<file path="config.mk">
export PLATFORM = sky130hd
export DESIGN_NAME = pipe_stage_buf
export DESIGN_NICKNAME = d
export VERILOG_FILES = /design/src/rtl/pipe_stage_buf.sv
export SDC_FILE = /design/constraint.sdc
export NUM_CORES = 1
export LEC_CHECK = 0
export BUFFER_PORTS_ARGS = -buffer_cell sky130_fd_sc_hd__buf_2
export CAP_MARGIN = 40
export CORE_MARGIN = 10
export CORE_UTILIZATION = 57
export CTS_BUF_LIST = sky130_fd_sc_hd__clkbuf_8
export DETAILED_ROUTE_END_ITERATION = 6
export PLACE_DENSITY = 0.94
export RECOVER_POWER = 100
export REMOVE_ABC_BUFFERS = 1
export SYNTH_ARGS = -nofsm -noshare
export SYNTH_HDL_FRONTEND = slang
export SYNTH_SLANG_ARGS = --single-unit
</file>
<file path="constraint.sdc">
create_clock -name CLK -period 3.8 [get_ports CLK]
set_input_delay 0.19 -clock CLK [delete_from_list [all_inputs] [get_ports CLK]]
set_output_delay 0.19 -clock CLK [all_outputs]
set_load 0.005 [all_outputs]
</file>
<file path="src/rtl/pipe_stage_buf.sv">
// Elastic pipeline stage: a DEPTH-entry in-order buffer with flush, freeze and bubble output.
// in_ready is decoded from occupancy and the flush/freeze controls only, never from out_ready.
module pipe_stage_buf #(
    parameter int                 DATA_W  = 32,
    parameter int                 DEPTH   = 2,
    parameter logic [DATA_W-1:0]  NOP_VAL = '0
) (
    input  logic                           CLK,
    input  logic                           nRST,
    input  logic                           in_valid,
    input  logic [DATA_W-1:0]              in_data,
    output logic                           in_ready,
    output logic                           out_valid,
    output logic [DATA_W-1:0]              out_data,
    input  logic                           out_ready,
    input  logic                           flush,
    input  logic                           freeze,
    output logic [$clog2(DEPTH+1)-1:0]     count,
    output logic                           squashed
);

    localparam int CNT_W = $clog2(DEPTH + 1);
    localparam int PTR_W = (DEPTH > 1) ? $clog2(DEPTH) : 1;
    localparam logic [CNT_W-1:0] FULL_CNT = CNT_W'(DEPTH);
    localparam logic [PTR_W-1:0] LAST_PTR = PTR_W'(DEPTH - 1);

    logic [DATA_W-1:0] r_mem [DEPTH];
    logic [PTR_W-1:0]  r_wptr;
    logic [PTR_W-1:0]  r_rptr;
    logic [CNT_W-1:0]  r_count;
    logic              r_squashed;

    logic w_push;
    logic w_pop;

    // Pointers wrap explicitly so non-power-of-two depths stay in range.
    function automatic logic [PTR_W-1:0] ptr_inc(input logic [PTR_W-1:0] p);
        return (p == LAST_PTR) ? '0 : p + 1'b1;
    endfunction

    // nRST gates in_ready so it drops immediately on reset, before any clock edge.
    assign in_ready  = nRST & (r_count < FULL_CNT) & ~freeze & ~flush;
    assign out_valid = (r_count != '0);
    assign out_data  = out_valid ? r_mem[r_rptr] : NOP_VAL;
    assign count     = r_count;
    assign squashed  = r_squashed;

    assign w_push = in_valid & in_ready;
    assign w_pop  = out_valid & out_ready & ~freeze & ~flush;

    always_ff @(posedge CLK or negedge nRST) begin
        if (!nRST) begin
            r_wptr     <= '0;
            r_rptr     <= '0;
            r_count    <= '0;
            r_squashed <= 1'b0;
        end else if (flush) begin
            r_wptr     <= '0;
            r_rptr     <= '0;
            r_count    <= '0;
            r_squashed <= (r_count != '0);
        end else begin
            r_squashed <= 1'b0;
            if (w_push) r_wptr <= ptr_inc(r_wptr);
            if (w_pop)  r_rptr <= ptr_inc(r_rptr);
            case ({w_push, w_pop})
                2'b10:   r_count <= r_count + 1'b1;
                2'b01:   r_count <= r_count - 1'b1;
                default: r_count <= r_count;
            endcase
        end
    end

    // Payload storage needs no reset: out_data is masked to NOP_VAL while empty.
    always_ff @(posedge CLK) begin
        if (w_push) r_mem[r_wptr] <= in_data;
    end

endmodule

</file>
==> parameters.txt, run 1 <==
Parameter                              Value

Outcome
  Run status ... complete, no violations

Placed design
  Gpl congestion ... 0.784
  Setup slack at placement ... 1990 ps
  Detailed placer's ending HPWL ... 3870 um
  Port Buffer Count ... 74

STA
  Final Skew ... 7.50 ps
  Transition time at the pin with the least slew margin ... ~1100 ps
  Share of the clock period used by the worst path ... 63.8%
  Setup-violating endpoint count in the final report ... 0
  Maximum clock frequency ... between 0.4 and 0.5 GHz
  Smallest setup slack after layout ... approximately 1400 ps
  Setup repair after global routing missed its margin ... false
  Count of pins over their slew limit ... 0
  Worst hold slack ... 34.4 ps
  Final TNS setup ... 0 ps
  Worst relative slew slack ... 24.1%
  Fin crit period ... about 2400 ps
  Final hold violations ... 0

Min path
  Class of the tightest hold or removal check ... in -> reg
  Count of cells along the worst hold path ... 1

Finish
  Area added between synthesis and finish ... 20.9%
  Diode count ... 0
  Layout cells sized above 1 ... 14.3%
  Fillcell total ... roughly 320
  Final #Nets ... ~280
  Final core utilization ... 72.8%

Route
  Detailed route wirelength on metal2 ... ~2700 um
  Highest layer used for signal routing ... met4
  Count of vias placed by the detailed router ... 1,635
  Drt first pass iters ... 4
  Detailed-route wire length ... between 5000 and 6000 um
  Detail-routed net length per standard cell ... 18.5 um
  Drt drc ... 0
  Vias per Instance ... around 5.4
  Count of routing violations after the opening detailed-route iteration ... 118
  Wire length the detailed router placed on met1 ... 2250 um
  Final antenna-violating net count ... 0
  Met3 WL post-DR ... 625 um

Power and ir drop
  Pleak ... 1.07 nW
  Power per cell area ... 452 nW/um^2
  Max IR drop VDD ... 0.288 mV

Flow run
  Max-capacitance violation count ... 0

Global routing
  First-pass GRT wire length ... 8330 um
  Via count of the first global-routing pass ... 1,701
  Initial antenna violation count ... 0
  Largest net degree at the start of global routing ... 33
  Total GRT Usage ... 14.5%
  Remaining Overflow, GRT ... 0

Worst setup path
  Number of cells on the worst reg-to-reg path ... 3
  CP arrival ... 2240 ps
  Number of cells on the critical path ... 4
  Worst setup path category ... reg -> out
  Standard cell with the maximum stage delay on the critical path ... sky130_fd_sc_hd__nor2_1
  Maximum single-stage delay on the critical path ... 870 ps
  Cells along the critical path ... nor2_1 > buf_4 > nor2_1 > clkbuf_1
  Number of buffer and inverter instances along the worst setup path ... 2
  Capturing element type of the critical path ... primary output
  Critical path fanouts, max ... 19
  Crit path required time ... ~3600 ps
  Family with the most delay on the worst path ... simple AND/OR/NAND/NOR gates
  Type of element launching the critical path ... flip-flop
  Crit path top cell by count ... sky130_fd_sc_hd__nor2_1

Logic synthesis
  Top area cells in the synthesized netlist ... sky130_fd_sc_hd__edfxtp_1 71%, sky130_fd_sc_hd__mux2i_1 12%, sky130_fd_sc_hd__nor2_1 4.7%
  Post-synth design cell area ... between 2000 and 3000 um^2
  Number of unique standard cell types used by synthesis ... 24
  Top cell type's share of synthesized area ... 71.3%
  Per-instance average area after synthesis ... 16.5 um^2
  Library cell occupying the most area in the post-synthesis netlist ... sky130_fd_sc_hd__edfxtp_1
  Number of standard cells after synthesis ... 163
  Warnings from Yosys ... 0
  Portion of the post-synthesis area used by sequential elements ... 76.0%
  Flops & latches, synth ... 69

Floorplan
  Die boundary width ... 88.7 um
  Initial core utilization ... 60.2%
  Die Outline Area ... 7880 um^2
  Core box area ... 4470 um^2
  Die Y-Extent ... about 89 um
  Count of standard-cell rows ... 24
  Number of top-level pins ... between 70 and 80

Clocking
  Count of buffers added by post-CTS timing repair for setup ... 0
  Number of clock buffers inserted by TritonCTS ... 9
  Clock tree from TritonCTS ... done
  Clock H-tree levels ... 3
  Clock root cell ... sky130_fd_sc_hd__clkbuf_8
  Count of clock tree sinks ... 69
  Skew-Pair Late Insertion Delay ... between 300 and 400 ps
  Reg clk slew, reported paths ... 70 ps
  Maximum buffer depth of the clock tree ... 2
state kept, by name, indices dropped and copies added, names as in the netlist:
signal and cells:
count 2, r_mem 64, r_rptr 1, r_wptr 1, squashed 1
layer usage:
| layer | global-route usage, % | up-vias |
|---|---|---|
| li1 | - | 769 |
| met1 | 16.6 | 784 |
| met2 | 22.9 | 73 |
| met3 | 6.99 | 9 |
| met4 | 5.73 | 0 |
| met5 | 0 | - |
logic make-up (layout without fill, tap and decap cells):
group / after synthesis / count (layout) / share of synthesized area (%)
AO/OA/AOI/OAI: 6 / 6 / 1.25
buffers and inverters: 8 / 96 / 1.72
AND/OR/NAND/NOR: 47 / 47 / 8.83
multiplexers: 32 / 32 / 11.9
flip-flops: 69 / 69 / 76.0
XOR/XNOR: 1 / 1 / 0.325
final timing paths:
path                                  start           end  slack [ps]
worst min register to register     count[0]      count[0]         600
min in group asynchronous              nRST      squashed         300
worst min-delay path            in_data[11]  r_mem[0][11]          30
max in group asynchronous              nRST        r_rptr        3180
worst max register to register     count[1]   r_mem[1][5]        1680
worst max-delay path               count[1]  out_data[19]        1370
stage by stage:
| stage | cell area (um^2) | instances | total power [mW] |
|---|---|---|---|
| after global routing | 3260 | 303 | 1.52 |
| after detailed placement | 3160 | 286 | 0.947 |
| after floorplan | 2650 | 156 | 0.894 |
| final | 3260 | 303 | 1.47 |
| after CTS | 3350 | 303 | 1.49 |
| after global placement | 3110 | 284 | 0.939 |
layout make-up:
cell class	instances	area, um^2	share of cell area (%)
sequential	69	2050	62.9
inverter	1	3.75	0.115
multi-input combinational	86	588	18.1
tap	52	65.1	2.00
timing repair buffer	79	369	11.3
clock inverter	7	57.6	1.77
clock buffer	9	124	3.80
layout by cell type, fill, tap and decap left out, types with 2 or more instances in the layout:
master,n
sky130_fd_sc_hd__a21oi_1,2
sky130_fd_sc_hd__buf_2,16
sky130_fd_sc_hd__clkbuf_1,57
sky130_fd_sc_hd__clkbuf_2,2
sky130_fd_sc_hd__clkbuf_8,9
sky130_fd_sc_hd__clkinv_1,3
sky130_fd_sc_hd__dfrtp_1,4
sky130_fd_sc_hd__edfxtp_1,64
sky130_fd_sc_hd__inv_1,2
sky130_fd_sc_hd__mux2i_1,32
sky130_fd_sc_hd__nand2_1,2
sky130_fd_sc_hd__nor2_1,34
sky130_fd_sc_hd__o21ai_0,2
synthesized netlist by cell type:
master and number:
sky130_fd_sc_hd__edfxtp_1 64, sky130_fd_sc_hd__nor2_1 34, sky130_fd_sc_hd__mux2i_1 32, sky130_fd_sc_hd__dfrtp_1 5
sky130_fd_sc_hd__buf_2 4, sky130_fd_sc_hd__buf_4 3, sky130_fd_sc_hd__a21oi_1 2, sky130_fd_sc_hd__nand2_1 2
sky130_fd_sc_hd__o21ai_0 2, sky130_fd_sc_hd__a21o_1 1, sky130_fd_sc_hd__a31oi_1 1, sky130_fd_sc_hd__and3_1 1
sky130_fd_sc_hd__inv_1 1, sky130_fd_sc_hd__nand2b_1 1, sky130_fd_sc_hd__nand3_1 1, sky130_fd_sc_hd__nand3b_1 1
sky130_fd_sc_hd__nand4bb_4 1, sky130_fd_sc_hd__nor2_2 1, sky130_fd_sc_hd__nor2b_1 1, sky130_fd_sc_hd__nor4b_2 1
sky130_fd_sc_hd__nor4bb_1 1, sky130_fd_sc_hd__or2_1 1, sky130_fd_sc_hd__or3_1 1, sky130_fd_sc_hd__xor2_1 1
power by group:
| group | total, mW | internal, mW | switching [mW] |
|---|---|---|---|
| Combinational | 0.0772 | 0.0326 | 0.0446 |
| Clock | 0.547 | 0.293 | 0.254 |
| Sequential | 0.846 | 0.841 | 0.00548 |
| Total | 1.47 | 1.17 | 0.304 |
what timing repair did:
| action | 4_1_cts | 5_1_grt |
|---|---|---|
| resized for setup | 0 | 0 |
| hold buffers | 1 | 0 |
| endpoints found under the hold margin | 5 | 0 |
Note: power is estimated with default switching activity, not from simulation.
==> run 2: changes to the inputs <==
--- a/config.mk
+++ b/config.mk
@@ -8,10 +8,10 @@
 export BUFFER_PORTS_ARGS = -buffer_cell sky130_fd_sc_hd__buf_2
 export CAP_MARGIN = 40
 export CORE_MARGIN = 10
-export CORE_UTILIZATION = 57
+export CORE_UTILIZATION = 48
 export CTS_BUF_LIST = sky130_fd_sc_hd__clkbuf_8
 export DETAILED_ROUTE_END_ITERATION = 6
-export PLACE_DENSITY = 0.94
+export PLACE_DENSITY = 0.85
 export RECOVER_POWER = 100
 export REMOVE_ABC_BUFFERS = 1
 export SYNTH_ARGS = -nofsm -noshare
==> constraint.sdc (replaced) <==
create_clock -name CLK -period 2.2 [get_ports CLK]
set_input_delay 0.11 -clock CLK [delete_from_list [all_inputs] [get_ports CLK]]
set_output_delay 0.11 -clock CLK [all_outputs]
set_load 0.005 [all_outputs]
==> parameters.txt, run 2 (synthesis gave the netlist of run 1 again) <==
Parameter                              Value

Power and ir drop
  Power per cell area ... 680 nW/um^2
  Register share of total power ... between 60% and 70%
  P_sw ... around 0.5 mW
  Pleak ... 1.21 nW
  Switching Share ... 20.5%
  Internal power component ... 1.93 mW
  Max IR drop VDD ... around 0.48 mV
  Part of the total power dissipated in combinational logic ... 7.1%
  Clk network pwr share ... 32.6%

Floorplan
  Die Outline Area ... approximately 9000 um^2
  Count of standard-cell rows ... 27
  Die boundary width ... 94.9 um
  Die Y-Extent ... 94.9 um
  Number of top-level pins ... 75
  Core box area ... 5470 um^2
  Initial core utilization ... about half

STA
  Count of pins over their slew limit ... 0
  Final Skew ... approximately 4.8 ps
  Setup repair after global routing missed its margin ... false
  Smallest setup slack after layout ... 270 ps
  Setup-violating endpoint count in the final report ... 0
  Maximum clock frequency ... just over 0.5 GHz
  Final hold violations ... 0
  Transition time at the pin with the least slew margin ... 692 ps
  Worst relative slew slack ... a little over half
  Share of the clock period used by the worst path ... 87.7%
  Fin crit period ... 1930 ps

Worst setup path
  Type of element launching the critical path ... flip-flop
  Crit path required time ... 2090 ps
  Cells along the critical path ... buf_12 > mux2i_1 > nor2_1 > buf_2
  Critical register-to-register path startpoint ... count[1]
  Crit. Startpoint ... r_rptr
  R2r endpoint ... r_rptr
  Critical path fanouts, max ... 22
  Maximum single-stage delay on the critical path ... 760 ps
  Standard cell with the maximum stage delay on the critical path ... sky130_fd_sc_hd__dfrtp_2
  Number of cells on the worst reg-to-reg path ... 4
  Capturing element type of the critical path ... primary output
  End point of the critical path ... out_data[1]
  CP arrival ... ~1800 ps
  Worst setup path category ... reg -> out
  Register-to-register path setup slack ... between 500 and 600 ps

Outcome
  Run status ... complete, no violations

Route
  Highest layer used for signal routing ... met4
  Wire length the detailed router placed on met1 ... between 2000 and 2500 um
  Vias per Instance ... 4.77
  Drt first pass iters ... 4
  Drt drc ... 0
  Detailed-route wire length ... 5560 um
  Count of vias placed by the detailed router ... ~1,700
  Final antenna-violating net count ... 0
  Met3 WL post-DR ... about 270 um
  Count of routing violations after the opening detailed-route iteration ... 57
  Detailed route wirelength on metal2 ... 2940 um
  Detail-routed net length per standard cell ... 15.8 um

Finish
  Final #Nets ... 316
  Largest register by flop count ... r_mem
  Layout cells sized above 1 ... 14.2%
  Commonest non-fill, non-tap cell in the layout ... sky130_fd_sc_hd__edfxtp_1
  Area added between synthesis and finish ... 32.4%
  Finished layout cell area ... 3570 um^2
  Diode count ... 0
  Max FFs per register ... between 60 and 70
  Final core utilization ... 65.2%
  Commonest cells after routing, fill and taps aside ... 64 x sky130_fd_sc_hd__edfxtp_1, 54 x sky130_fd_sc_hd__clkbuf_1, 35 x sky130_fd_sc_hd__nor2_1

Placed design
  Detailed placer's ending HPWL ... ~3700 um
  Setup slack at placement ... 628 ps
  Area after DPL ... around 3200 um^2
  Gpl congestion ... around 0.74
  Port Buffer Count ... 74

Global routing
  Initial antenna violation count ... 0
  Largest net degree at the start of global routing ... 37
  Total GRT Usage ... about an eighth
  Via count of the first global-routing pass ... 1,797
  First-pass GRT wire length ... 8680 um
  Remaining Overflow, GRT ... 0

Clocking
  Number of clock buffers inserted by TritonCTS ... 9
  CTS Hold Buffers Added ... 33
  Count of cells resized by post-cts repair ... 0
  Clock root cell ... sky130_fd_sc_hd__clkbuf_8
  Skew-Pair Late Insertion Delay ... 330 ps
  Clock tree from TritonCTS ... done
  Clock H-tree levels ... 3
  Maximum buffer depth of the clock tree ... 2
  Count of clock tree sinks ... 69
  Reg clk slew, reported paths ... 60 ps
  Count of buffers added by post-CTS timing repair for setup ... 0

Flow run
  Max-capacitance violation count ... 0

Min path
  Class of the tightest hold or removal check ... in -> reg
==> run 2: cell count changes in the layout (fill, tap and decap cells not counted), sizes merged <==
cell,change
clkinvlp,-1
clkinv,-1
dlygate4sd3,+32
inv,+1
clkbuf,-1
buf,+1
bufinv,-1
==> run 2: through the flow <==
step,hold slack [ps],TNS [ps],total power [mW],cells
5_1_grt,17.8,0,2.53,353
6_report,19.8,0,2.42,353
4_1_cts,4.95,0,2.47,353
3_3_place_gp,-39.5,0,1.62,306
3_5_place_dp,-32.4,0,1.63,306
2_1_floorplan,-186,-14890,1.54,156
==> run 2: power groups by stage <==
stage	Clock, mW	Combinational [mW]	Sequential, mW
6_report	0.789	0.173	1.46
5_1_grt	0.873	0.192	1.46
4_1_cts	0.820	0.187	1.46
3_5_place_dp	0	0.141	1.49
3_3_place_gp	0	0.135	1.49
2_1_floorplan	0	0.0523	1.49
==> run 2: worst max-delay path: cells and delay by family (launching register included) <==
kind / cells / cell delay, ps
multiplexers: 1 / 260
buffers and inverters: 2 / 390
AND/OR/NAND/NOR: 1 / 60
flip-flops: 1 / 760
==> run 2: cell type report <==
cell class	instances	area [um^2]
fillers	439	1910
inverters	1	3.75
flip-flops and latches	69	2050
well taps	72	90.1
clock buffers	9	124
clock inverters	5	22.5
multi-input cells	86	588
repair buffers	111	689
==> run 2: worst min-delay path by stage <==
| stage | startpoint | to | slack (ps) | depth (start not counted) |
|---|---|---|---|---|
| floorplan | nRST | count[0] | -190 | 0 |
| global route | flush | r_rptr | 20 | 2 |
| global placement | nRST | count[1] | -40 | 1 |
| CTS | flush | r_rptr | 5 | 2 |
| detailed placement | nRST | r_wptr | -30 | 1 |
| finish | flush | r_rptr | 20 | 2 |
==> run 2: metal layers <==
metal,vias up,global-route usage (%)
li1,833,-
met1,789,13.0
met2,48,22.0
met3,14,3.57
met4,0,8.85
met5,-,0
==> run 3: changes to the inputs <==
--- a/config.mk
+++ b/config.mk
@@ -5,6 +5,7 @@
 export SDC_FILE = /design/constraint.sdc
 export NUM_CORES = 1
 export LEC_CHECK = 0
+export ABC_AREA = 1
 export BUFFER_PORTS_ARGS = -buffer_cell sky130_fd_sc_hd__buf_2
 export CAP_MARGIN = 40
 export CORE_MARGIN = 10
==> parameters.txt, run 3 <==
Parameter                              Value

Power and ir drop
  Clk network pwr share ... 36.5%
  Part of the total power dissipated in combinational logic ... about 7.0%
  Register share of total power ... 56.5%
  Max IR drop VDD ... just over 0.8 mV
  Power per cell area ... 711 nW/um^2
  Pleak ... approximately 1.3 nW
  P_sw ... ~0.54 mW
  Internal power component ... roughly 2 mW
  Switching Share ... around a fifth

STA
  Transition time at the pin with the least slew margin ... 713 ps
  Share of the clock period used by the worst path ... 85.4%
  Count of pins over their slew limit ... 0
  Fin crit period ... 1880 ps
  Setup-violating endpoint count in the final report ... 0
  Maximum clock frequency ... 0.532 GHz
  Final hold violations ... 0
  Setup repair after global routing missed its margin ... false
  Worst relative slew slack ... 52.4%
  Final Skew ... 2.65 ps

Logic synthesis
  Warnings from Yosys ... 0
  Post-synth EDFFs ... 64
  Library cell occupying the most area in the post-synthesis netlist ... sky130_fd_sc_hd__edfxtp_1
  Number of unique standard cell types used by synthesis ... 17
  Most frequent cell after synthesis ... sky130_fd_sc_hd__nand2_1
  Post-synthesis share of cell area spent on full adders, half adders and majority gates ... 0%
  Number of standard cells after synthesis ... 219
  Fraction of synthesized cell area in xor and xnor cells ... 0%
  Flops & latches, synth ... 69
  Largest family of logic cells by synthesized area ... simple AND/OR/NAND/NOR gates
  Portion of the post-synthesis area used by sequential elements ... 75.2%
  Top cell type's share of synthesized area ... 70.6%
  Top area cells in the synthesized netlist ... sky130_fd_sc_hd__edfxtp_1 71%, sky130_fd_sc_hd__nand2_1 10%, sky130_fd_sc_hd__a21oi_1 6.1%
  Share of flip-flops with an asynchronous set or reset ... ~7.2%
  Multiplexer fraction of the synthesized cell area ... 0%
  Per-instance average area after synthesis ... around 12 um^2
  Post-synth design cell area ... ~2700 um^2
  Top flip-flop cell by instance count after synthesis ... sky130_fd_sc_hd__edfxtp_1
  Compound-cell area share of the yosys netlist ... 6.76%
  Post-synthesis share of cell area spent on and, or, nand and nor gates ... 14.9%
  Most frequent cells after synthesis ... 76 x sky130_fd_sc_hd__nand2_1, 64 x sky130_fd_sc_hd__edfxtp_1, 33 x sky130_fd_sc_hd__a21oi_1, 10 x sky130_fd_sc_hd__buf_2, 7 x sky130_fd_sc_hd__nor2_1

Worst setup path
  Standard cell with the maximum stage delay on the critical path ... sky130_fd_sc_hd__clkbuf_2
  Cells along the critical path ... nor2_2 > clkbuf_2 > a21oi_1 > clkbuf_1
  Critical path fanouts, max ... 34
  Maximum single-stage delay on the critical path ... 570 ps
  Crit path required time ... between 2000 and 2500 ps
  CP arrival ... 1770 ps
  Capturing element type of the critical path ... primary output
  Worst setup path category ... reg -> out
  Number of buffer and inverter instances along the worst setup path ... 2
  Family with the most delay on the worst path ... buffers and inverters
  Type of element launching the critical path ... flip-flop

Global routing
  Total GRT Usage ... 14.4%
  First-pass GRT wire length ... between 9000 and 10,000 um
  Met3 track demand over resource in global routing ... 5.03%
  Met2 Resource Use GR ... 22.6%
  Initial antenna violation count ... 0
  Via count of the first global-routing pass ... 2,025
  Global Route met1 Usage ... approximately 17%
  Remaining Overflow, GRT ... 0
  Largest net degree at the start of global routing ... 35
  Peak-usage layer in the global routing report ... met2

Route
  Drt first pass iters ... 4
  Vias per Instance ... 4.79
  Drt drc ... 0
  Final antenna-violating net count ... 0
  Count of routing violations after the opening detailed-route iteration ... 133
  Detail-routed net length per standard cell ... 15.2 um
  Detailed-route wire length ... 6200 um
  Count of vias placed by the detailed router ... between 1,500 and 2,000

Placed design
  Area after DPL ... 3200 um^2
  Gpl congestion ... 0.797
  Detailed placer's ending HPWL ... 3890 um
  Post-Place Cells ... 359
  Port Buffer Count ... 74

Flow run
  Max-capacitance violation count ... 0

Finish
  Fillcell total ... between 400 and 500
  Area taken by multi-input logic gates ... 599 um^2
  Sequential cell area ... between 2000 and 2500 um^2
  Commonest non-fill, non-tap cell in the layout ... sky130_fd_sc_hd__nand2_1
  Commonest cells after routing, fill and taps aside ... 77 x sky130_fd_sc_hd__nand2_1, 64 x sky130_fd_sc_hd__edfxtp_1, 60 x sky130_fd_sc_hd__clkbuf_1
  Max FFs per register ... 64
  Final #Nets ... 369
  Largest register by flop count ... r_mem
  Finished layout cell area ... about 3600 um^2
  Area added between synthesis and finish ... 33.4%
  Diode count ... 0
  Fin cells ... between 400 and 500
  Layout cells sized above 1 ... 12.8%

Clocking
  Clock H-tree levels ... 3
  Reg clk slew, reported paths ... roughly 70 ps
  Clock tree from TritonCTS ... done
  Skew-Pair Late Insertion Delay ... 340 ps
  Maximum buffer depth of the clock tree ... 2
  Number of clock buffers inserted by TritonCTS ... 9
  Count of clock tree sinks ... 69
  Clock root cell ... sky130_fd_sc_hd__clkbuf_8

Outcome
  Run status ... complete, no violations

Floorplan
  Number of top-level pins ... 75
  Die Y-Extent ... 95.3 um
  Core box area ... 5510 um^2
  Die boundary width ... ~95 um
  Die Outline Area ... 9080 um^2
  Initial core utilization ... about half
  Count of standard-cell rows ... 27

Min path
  Class of the tightest hold or removal check ... in -> reg
[run 3: changes by cell type in the layout (fill, tap and decap cells not counted), moves of 4 or more]
cell                       before  now
sky130_fd_sc_hd__a21oi_1        2   34
sky130_fd_sc_hd__buf_2         17   13
sky130_fd_sc_hd__clkbuf_1      54   60
sky130_fd_sc_hd__inv_1          3    8
sky130_fd_sc_hd__mux2i_1       32    0
sky130_fd_sc_hd__nand2_1        2   77
sky130_fd_sc_hd__nor2_1        35    5
[run 3: final cells by class]
class | instances | share of cell area (%)
Tap cell | 72 | 2.48
Multi-Input combinational cell | 131 | 16.5
Clock inverter | 7 | 1.62
Timing Repair Buffer | 111 | 18.7
Inverter | 9 | 0.930
Sequential cell | 69 | 56.4
Clock buffer | 9 | 3.41
[run 3: routing by layer]
metal / vias up / share of wire [%] / wire, um
met5: - / 0 / 0
met4: 0 / 2.9 / 178
met3: 16 / 8.5 / 524
met2: 69 / 49 / 3010
met1: 892 / 40 / 2480
li1: 978 / - / -
[run 3: power groups by stage]
stage / registers [mW] / logic (mW) / clock network, mW
3_5_place_dp: 1.49 / 0.146 / 0
2_1_floorplan: 1.49 / 0.0551 / 0
5_1_grt: 1.46 / 0.203 / 1.02
3_3_place_gp: 1.49 / 0.143 / 0
6_report: 1.46 / 0.181 / 0.942
4_1_cts: 1.46 / 0.192 / 0.957
[run 3: worst register-to-register path, cell delays in order, from the launching register on]
cell and delay, ps:
sky130_fd_sc_hd__dfrtp_1 430, sky130_fd_sc_hd__nor2_2 120, sky130_fd_sc_hd__clkbuf_2 570, sky130_fd_sc_hd__nor2_1 150
sky130_fd_sc_hd__nand2_1 160, sky130_fd_sc_hd__a21oi_1 100, sky130_fd_sc_hd__nand2_1 60, sky130_fd_sc_hd__nand2_1 50
[run 3: metrics by stage]
step	hold slack [ps]	util [%]	power (mW)	setup TNS (ps)	setup WS, ps
2_1_floorplan	-186	-	1.54	-20790	-325
3_3_place_gp	-58.1	58.1	1.63	0	514
3_5_place_dp	-57.4	58.1	1.63	0	457
4_1_cts	65.6	67.5	2.61	0	400
5_1_grt	93.8	65.9	2.68	0	203
6_report	91.0	65.9	2.58	0	322
[run 3: final timing paths]
path | slack (ps) | startpoint | depth (start not counted) | endpoint
worst max-delay path | 320 | count[0] | 4 | out_data[11]
worst min-delay path | 90 | flush | 4 | count[0]
worst max register to register | 450 | count[0] | 7 | count[1]
worst min register to register | 580 | r_wptr | 1 | r_wptr
max in group asynchronous | 1920 | nRST | 2 | r_wptr
min in group asynchronous | 140 | nRST | 2 | r_rptr
[run 3: cell families (layout without fill, tap and decap cells)]
| group | Yosys count | count (layout) |
|---|---|---|
| AND/OR/NAND/NOR | 95 | 95 |
| buffers and inverters | 19 | 136 |
| AO/OA/AOI/OAI | 36 | 36 |
| flip-flops | 69 | 69 |
[run 3: repair_timing]
| item | 4_1_cts | 5_1_grt |
|---|---|---|
| hold buffers | 33 | 0 |
| buffers inserted | 0 | 0 |
| endpoints found under the hold margin | 69 | 0 |
| setup endpoints to repair | 0 | 0 |
| resized for setup | 0 | 0 |
